`config.mk`:
```
export PLATFORM = sky130hd
export DESIGN_NAME = truth_table_extractor
export DESIGN_NICKNAME = d
export VERILOG_FILES = /design/src/rtl/tt_pkg.sv /design/src/rtl/tt_settle_timer.sv /design/src/rtl/truth_table_extractor.sv
export SDC_FILE = /design/constraint.sdc
export NUM_CORES = 1
export LEC_CHECK = 0
export BUFFER_PORTS_ARGS = -buffer_cell sky130_fd_sc_hd__buf_2
export CAP_MARGIN = 5
export CORE_ASPECT_RATIO = 1.75
export CORE_MARGIN = 4
export CORE_UTILIZATION = 45
export CTS_BUF_LIST = sky130_fd_sc_hd__clkbuf_4 sky130_fd_sc_hd__clkbuf_8
export DETAILED_ROUTE_END_ITERATION = 6
export GPL_TIMING_DRIVEN = 0
export SLEW_MARGIN = 0
export SYNTH_ARGS = -nofsm -noshare
export SYNTH_HDL_FRONTEND = slang
export SYNTH_SLANG_ARGS = --single-unit
```
`constraint.sdc`:
```
create_clock -name clk -period 3.2 [get_ports clk]
set_input_delay 0.32 -clock clk [delete_from_list [all_inputs] [get_ports clk]]
set_output_delay 0.32 -clock clk [all_outputs]
set_load 0.01 [all_outputs]
```
`src/rtl/tt_pkg.sv`:
```
// Shared types and constants for the truth-table extractor.
// Optional 3-sample voting is enabled with TT_VOTE_EN.
package tt_pkg;

    typedef enum logic [1:0] {
        IDLE,
        SETTLE,
        SAMPLE,
        DONE
    } tt_state_e;

    localparam int TMR_W = 8;

    function automatic int code_w(input int num_inputs);
        return 1 << num_inputs;
    endfunction

endpackage

```
`src/rtl/tt_settle_timer.sv`:
```
// Loadable down-counter for the per-row settle hold.
// Flags: zero when empty, expire when the next decrement empties it.
module tt_settle_timer
    import tt_pkg::*;
(
    input  logic             clk,
    input  logic             rst_n,
    input  logic             load,
    input  logic             dec,
    input  logic [TMR_W-1:0] load_val,
    output logic             zero,
    output logic             expire
);

    logic [TMR_W-1:0] count_q;
    logic [TMR_W-1:0] count_d;

    assign zero   = (count_q == '0);
    assign expire = (count_q == TMR_W'(1));

    always_comb begin
        count_d = count_q;
        if (load) begin
            count_d = load_val;
        end else if (dec && !zero) begin
            count_d = count_q - TMR_W'(1);
        end
    end

    always_ff @(posedge clk) begin
        if (!rst_n) begin
            count_q <= '0;
        end else begin
            count_q <= count_d;
        end
    end

endmodule

```
`src/rtl/truth_table_extractor.sv`:
```
// Sweeps all input rows of an external gate and packs its response into a code.
// Row 0 lands in the code MSB. TT_VOTE_EN adds 2-of-3 voting and a glitch flag.
module truth_table_extractor
    import tt_pkg::*;
#(
    parameter int NUM_INPUTS    = 3,
    parameter int SETTLE_CYCLES = 4
) (
    input  logic                          clk,
    input  logic                          rst_n,
    input  logic                          start,
    output logic [NUM_INPUTS-1:0]         stim,
    input  logic                          resp,
    output logic                          busy,
    output logic                          done,
    output logic [code_w(NUM_INPUTS)-1:0] code
`ifdef TT_VOTE_EN
    ,
    output logic                          glitch
`endif
);

    localparam int CODE_W = code_w(NUM_INPUTS);
    localparam int ROW_W  = NUM_INPUTS + 1;

    localparam logic [ROW_W-1:0] LAST_ROW = ROW_W'(CODE_W - 1);
    localparam logic [TMR_W-1:0] RELOAD   = TMR_W'(SETTLE_CYCLES);
    localparam tt_state_e        ENTRY    = (SETTLE_CYCLES == 0) ? SAMPLE : SETTLE;

    tt_state_e         state_q, state_d;
    logic [ROW_W-1:0]  row_q, row_d;
    logic [CODE_W-1:0] shadow_q, shadow_d;
    logic [CODE_W-1:0] code_q, code_d;

    logic                  tmr_load;
    logic                  tmr_dec;
    logic                  tmr_zero;
    logic                  tmr_expire;
    logic                  row_bit;
    logic                  row_ready;
    logic [NUM_INPUTS-1:0] bit_idx;

`ifdef TT_VOTE_EN
    logic [1:0] vcnt_q, vcnt_d;
    logic [1:0] smp_q, smp_d;
    logic       gacc_q, gacc_d;
    logic       glitch_q, glitch_d;
`endif

    tt_settle_timer u_timer (
        .clk      (clk),
        .rst_n    (rst_n),
        .load     (tmr_load),
        .dec      (tmr_dec),
        .load_val (RELOAD),
        .zero     (tmr_zero),
        .expire   (tmr_expire)
    );

    assign busy = (state_q == SETTLE) || (state_q == SAMPLE);
    assign done = (state_q == DONE);
    assign stim = busy ? row_q[NUM_INPUTS-1:0] : '0;
    assign code = code_q;
    assign bit_idx = ~row_q[NUM_INPUTS-1:0];

    always_comb begin
        state_d   = state_q;
        row_d     = row_q;
        shadow_d  = shadow_q;
        code_d    = code_q;
        tmr_load  = 1'b0;
        tmr_dec   = 1'b0;
        row_bit   = resp;
        row_ready = 1'b0;
`ifdef TT_VOTE_EN
        vcnt_d   = vcnt_q;
        smp_d    = smp_q;
        gacc_d   = gacc_q;
        glitch_d = glitch_q;
`endif

        unique case (state_q)
            IDLE: begin
                if (start) begin
                    state_d  = ENTRY;
                    row_d    = '0;
                    shadow_d = '0;
                    tmr_load = 1'b1;
`ifdef TT_VOTE_EN
                    vcnt_d   = 2'd0;
                    gacc_d   = 1'b0;
                    glitch_d = 1'b0;
`endif
                end
            end
            SETTLE: begin
                tmr_dec = 1'b1;
                if (tmr_expire || tmr_zero) begin
                    state_d = SAMPLE;
                end
            end
            SAMPLE: begin
`ifdef TT_VOTE_EN
                // Last three cycles of the row feed a majority vote.
                if (vcnt_q != 2'd2) begin
                    smp_d[vcnt_q[0]] = resp;
                    vcnt_d = vcnt_q + 2'd1;
                end else begin
                    row_bit   = (smp_q[0] & smp_q[1]) | (smp_q[0] & resp)
                              | (smp_q[1] & resp);
                    gacc_d    = gacc_q | (smp_q[0] != smp_q[1])
                              | (smp_q[1] != resp);
                    vcnt_d    = 2'd0;
                    row_ready = 1'b1;
                end
`else
                row_ready = 1'b1;
`endif
                if (row_ready) begin
                    shadow_d[bit_idx] = row_bit;
                    if (row_q == LAST_ROW) begin
                        state_d = DONE;
                        code_d  = shadow_d;
`ifdef TT_VOTE_EN
                        glitch_d = gacc_d;
`endif
                    end else begin
                        state_d  = ENTRY;
                        row_d    = row_q + ROW_W'(1);
                        tmr_load = 1'b1;
                    end
                end
            end
            DONE: begin
                state_d = IDLE;
                row_d   = '0;
            end
            default: begin
                state_d = IDLE;
            end
        endcase
    end

    always_ff @(posedge clk) begin
        if (!rst_n) begin
            state_q  <= IDLE;
            row_q    <= '0;
            shadow_q <= '0;
            code_q   <= '0;
        end else begin
            state_q  <= state_d;
            row_q    <= row_d;
            shadow_q <= shadow_d;
            code_q   <= code_d;
        end
    end

`ifdef TT_VOTE_EN
    assign glitch = glitch_q;

    always_ff @(posedge clk) begin
        if (!rst_n) begin
            vcnt_q   <= 2'd0;
            smp_q    <= 2'd0;
            gacc_q   <= 1'b0;
            glitch_q <= 1'b0;
        end else begin
            vcnt_q   <= vcnt_d;
            smp_q    <= smp_d;
            gacc_q   <= gacc_d;
            glitch_q <= glitch_d;
        end
    end
`endif

endmodule

```
==> impl_metrics.env <==
export IMPL_required_ns=3.40
export IMPL_ant_nets=0
export IMPL_p_int_mw=0.740
export IMPL_status="finished, final reports clean"
export IMPL_min_period_over_period=0.627
export IMPL_cp_max_fo=10
export IMPL_grt_max_degree=11
export IMPL_cts_sinks=30
export IMPL_initial_core_util=0.468
export IMPL_cts_resized=0
export IMPL_htree_levels=2
export IMPL_dr_pass1_iters=4
export IMPL_vias=1347
export IMPL_multi_input_area_sq_um=913
export IMPL_yosysWarnings=0
export IMPL_grt_pass1_vias=1338
export IMPL_synth_fp_nets=187
export IMPL_ys_seq_elements=30
export IMPL_gp_routability_congestion=0.789
export IMPL_grt_total_usage=0.184
export IMPL_rows=28
export IMPL_vias_per_cell=5.59
export IMPL_maxCapViolCount=0
export IMPL_hold_path_class="in -> reg"
export IMPL_p_sw_mw=0.445
export IMPL_yosys_top_cells_count="dfxtp_1, nor2_1, nand2_1, a211oi_1, mux2i_1"
export IMPL_clk_path_buf_depth=2
export IMPL_ys_seq_area_frac=0.382
export IMPL_swShare=0.375
export IMPL_syn_area_sq_mm=0.00157
export IMPL_dp_hpwl_mm=2.78
export IMPL_die_w_um=52.7
export IMPL_cts_tree="yes"
export IMPL_nNetsFinal=209
export IMPL_synth_most_common_cell="dfxtp_1"
export IMPL_die_h_um=86.2
export IMPL_seqPwrFrac=0.374
export IMPL_grt_pass1_wl_mm=6.19
export IMPL_relSlewSlack=0.526
export IMPL_cts_root_buffer="clkbuf_8"
export IMPL_synthToLayoutAreaGrowth_pct=13.6
export IMPL_antenna_found_initial=0
export IMPL_finalHoldViolations=0
export IMPL_wirelength_mm=3.65
export IMPL_arrival_ns=2.20
export IMPL_hold_slack_ns=0.319
export IMPL_synth_area_leader_cell="dfxtp_1"
export IMPL_num_io_pins=17
export IMPL_cts_hold_buf=0
export IMPL_dp_cells=235
export IMPL_worstMarginPinSlew_ns=0.692
export IMPL_slew_violations=0
export IMPL_synthCells=175
export IMPL_drive_gt1_frac=0.153
export IMPL_synth_top_area_share=0.382
export IMPL_post_cts_buffers=0
export IMPL_fin_tns_setup_ns=0
export IMPL_synth_area_top_cells="dfxtp_1, ha_1, mux2i_1, nor2_1, a211oi_1"
export IMPL_power_frac_comb=0.374
export IMPL_endpoint_kind="flip-flop"
export IMPL_drtIter0Drc=27
export IMPL_peakVddDrop_v=0.000411
export IMPL_synth_edf_count=0
export IMPL_power_frac_clock=0.252
export IMPL_wl_per_cell_um=15.1
export IMPL_overflow=0
export IMPL_dieArea_sq_mm=0.00455
export IMPL_core_area_sq_mm=0.00336
export IMPL_ff_latch_area_sq_um=601
export IMPL_numCtsBuffers=5
export IMPL_drcViolationCount=0
export IMPL_fmax_ghz=0.498
export IMPL_worstSkewPairLatency_ns=0.28
export IMPL_ys_dominant_reg_cell="dfxtp_1"
export IMPL_synth_cell_types=38
export IMPL_fin_crit_ns=2.01
export IMPL_stdcell_count=241
export IMPL_rsz0062_at_grt="false"
export IMPL_fillers=339
export IMPL_ys_async_sr_fraction=0
export IMPL_syn_area_per_cell_sq_um=8.99
export IMPL_antenna_cells=0
export IMPL_setup_viol=0
export IMPL_cts_clk_slew_worst_paths_ns=0.06
export IMPL_leakagePower_nw=0.695
export IMPL_powerDensity_mw_per_mm2=663
export IMPL_clock_skew_ns=0.00722
export IMPL_worstSetupPathType="reg -> reg"
export IMPL_port_buffers=15
export IMPL_startpoint_type="flip-flop"
per-stage QoR:
step	cell area, sq um	utilization	setup WS [ns]	total power, mW
2_1_floorplan	1570	-	1.48	0.790
4_1_cts	1790	0.532	1.18	1.20
5_1_grt	1790	0.532	1.01	1.26
6_report	1790	0.532	1.19	1.19
3_3_place_gp	1710	0.507	1.27	0.879
3_5_place_dp	1710	0.507	1.21	0.895
routing by layer:
layer,track usage,wire length (um)
met2,0.338,2040
met4,0.0860,95
met5,0,0
met1,0.183,1400
met3,0.0465,117
state kept, by name (all words and copies together), names as in the netlist:
signal           flops
code                 8
shadow_q             8
state_q              2
u_timer.count_q      8
row_q                4
power groups by stage:
stage / registers, mW / logic [mW] / clock network [mW]
detailed placement: 0.451 / 0.444 / 0
CTS: 0.443 / 0.447 / 0.306
floorplan: 0.442 / 0.348 / 0
global route: 0.448 / 0.489 / 0.324
finish: 0.443 / 0.443 / 0.299
global placement: 0.447 / 0.432 / 0
cell families after synthesis:
kind of cell,Yosys count,synth area share
buf+inv,15,0.0382
simple gates,67,0.224
flops,30,0.382
xor+xnor,3,0.0167
compound gates,43,0.219
fa+ha+maj,8,0.0636
mux,9,0.0572
path summary, 6_finish.rpt:
check         startpoint          end  slack (ns)  cells after the start
max           state_q[0]      code[0]        1.19                      9
min                rst_n     row_q[3]        0.32                      2
max reg2reg   state_q[0]      code[0]        1.19                      9
min reg2reg  shadow_q[5]  shadow_q[5]        0.48                      2
worst max-delay path, stage by stage (launching register included):
cell	delay (ns)
dfxtp_1	0.34
inv_1	0.15
ha_1	0.17
buf_2	0.19
nor2b_1	0.20
nor2b_1	0.14
buf_2	0.22
buf_2	0.26
o21ai_1	0.08
a31oi_1	0.15
cell usage in the layout, fill, tap and decap left out, types with 2 or more instances in the layout:
master / synthesis / layout
nand2_1: 11 / 11
a211oi_1: 10 / 10
or2_1: 2 / 2
nand3b_1: 3 / 3
ha_1: 8 / 8
buf_2: 3 / 18
nor2_1: 22 / 22
nor3b_1: 3 / 3
nand3_1: 6 / 6
and2_1: 5 / 5
inv_1: 6 / 6
clkbuf_1: 6 / 6
a21oi_1: 8 / 8
dfxtp_1: 30 / 30
a2bb2oi_1: 6 / 6
or3_1: 2 / 2
nor2b_1: 2 / 2
nor3_1: 5 / 5
mux2i_1: 9 / 9
clkbuf_8: 0 / 6
a31oi_1: 4 / 4
xnor2_1: 3 / 3
o21ai_1: 5 / 5
cell type report:
type                       instances  share of cell area
timing repair buffer              15              0.0420
clock buffer                       6              0.0462
multi-input combinational        130               0.511
sequential                        30               0.336
buffer                             9              0.0210
inverter                           6              0.0126
tap                               45              0.0315
Power figures use the tool's default switching activity.
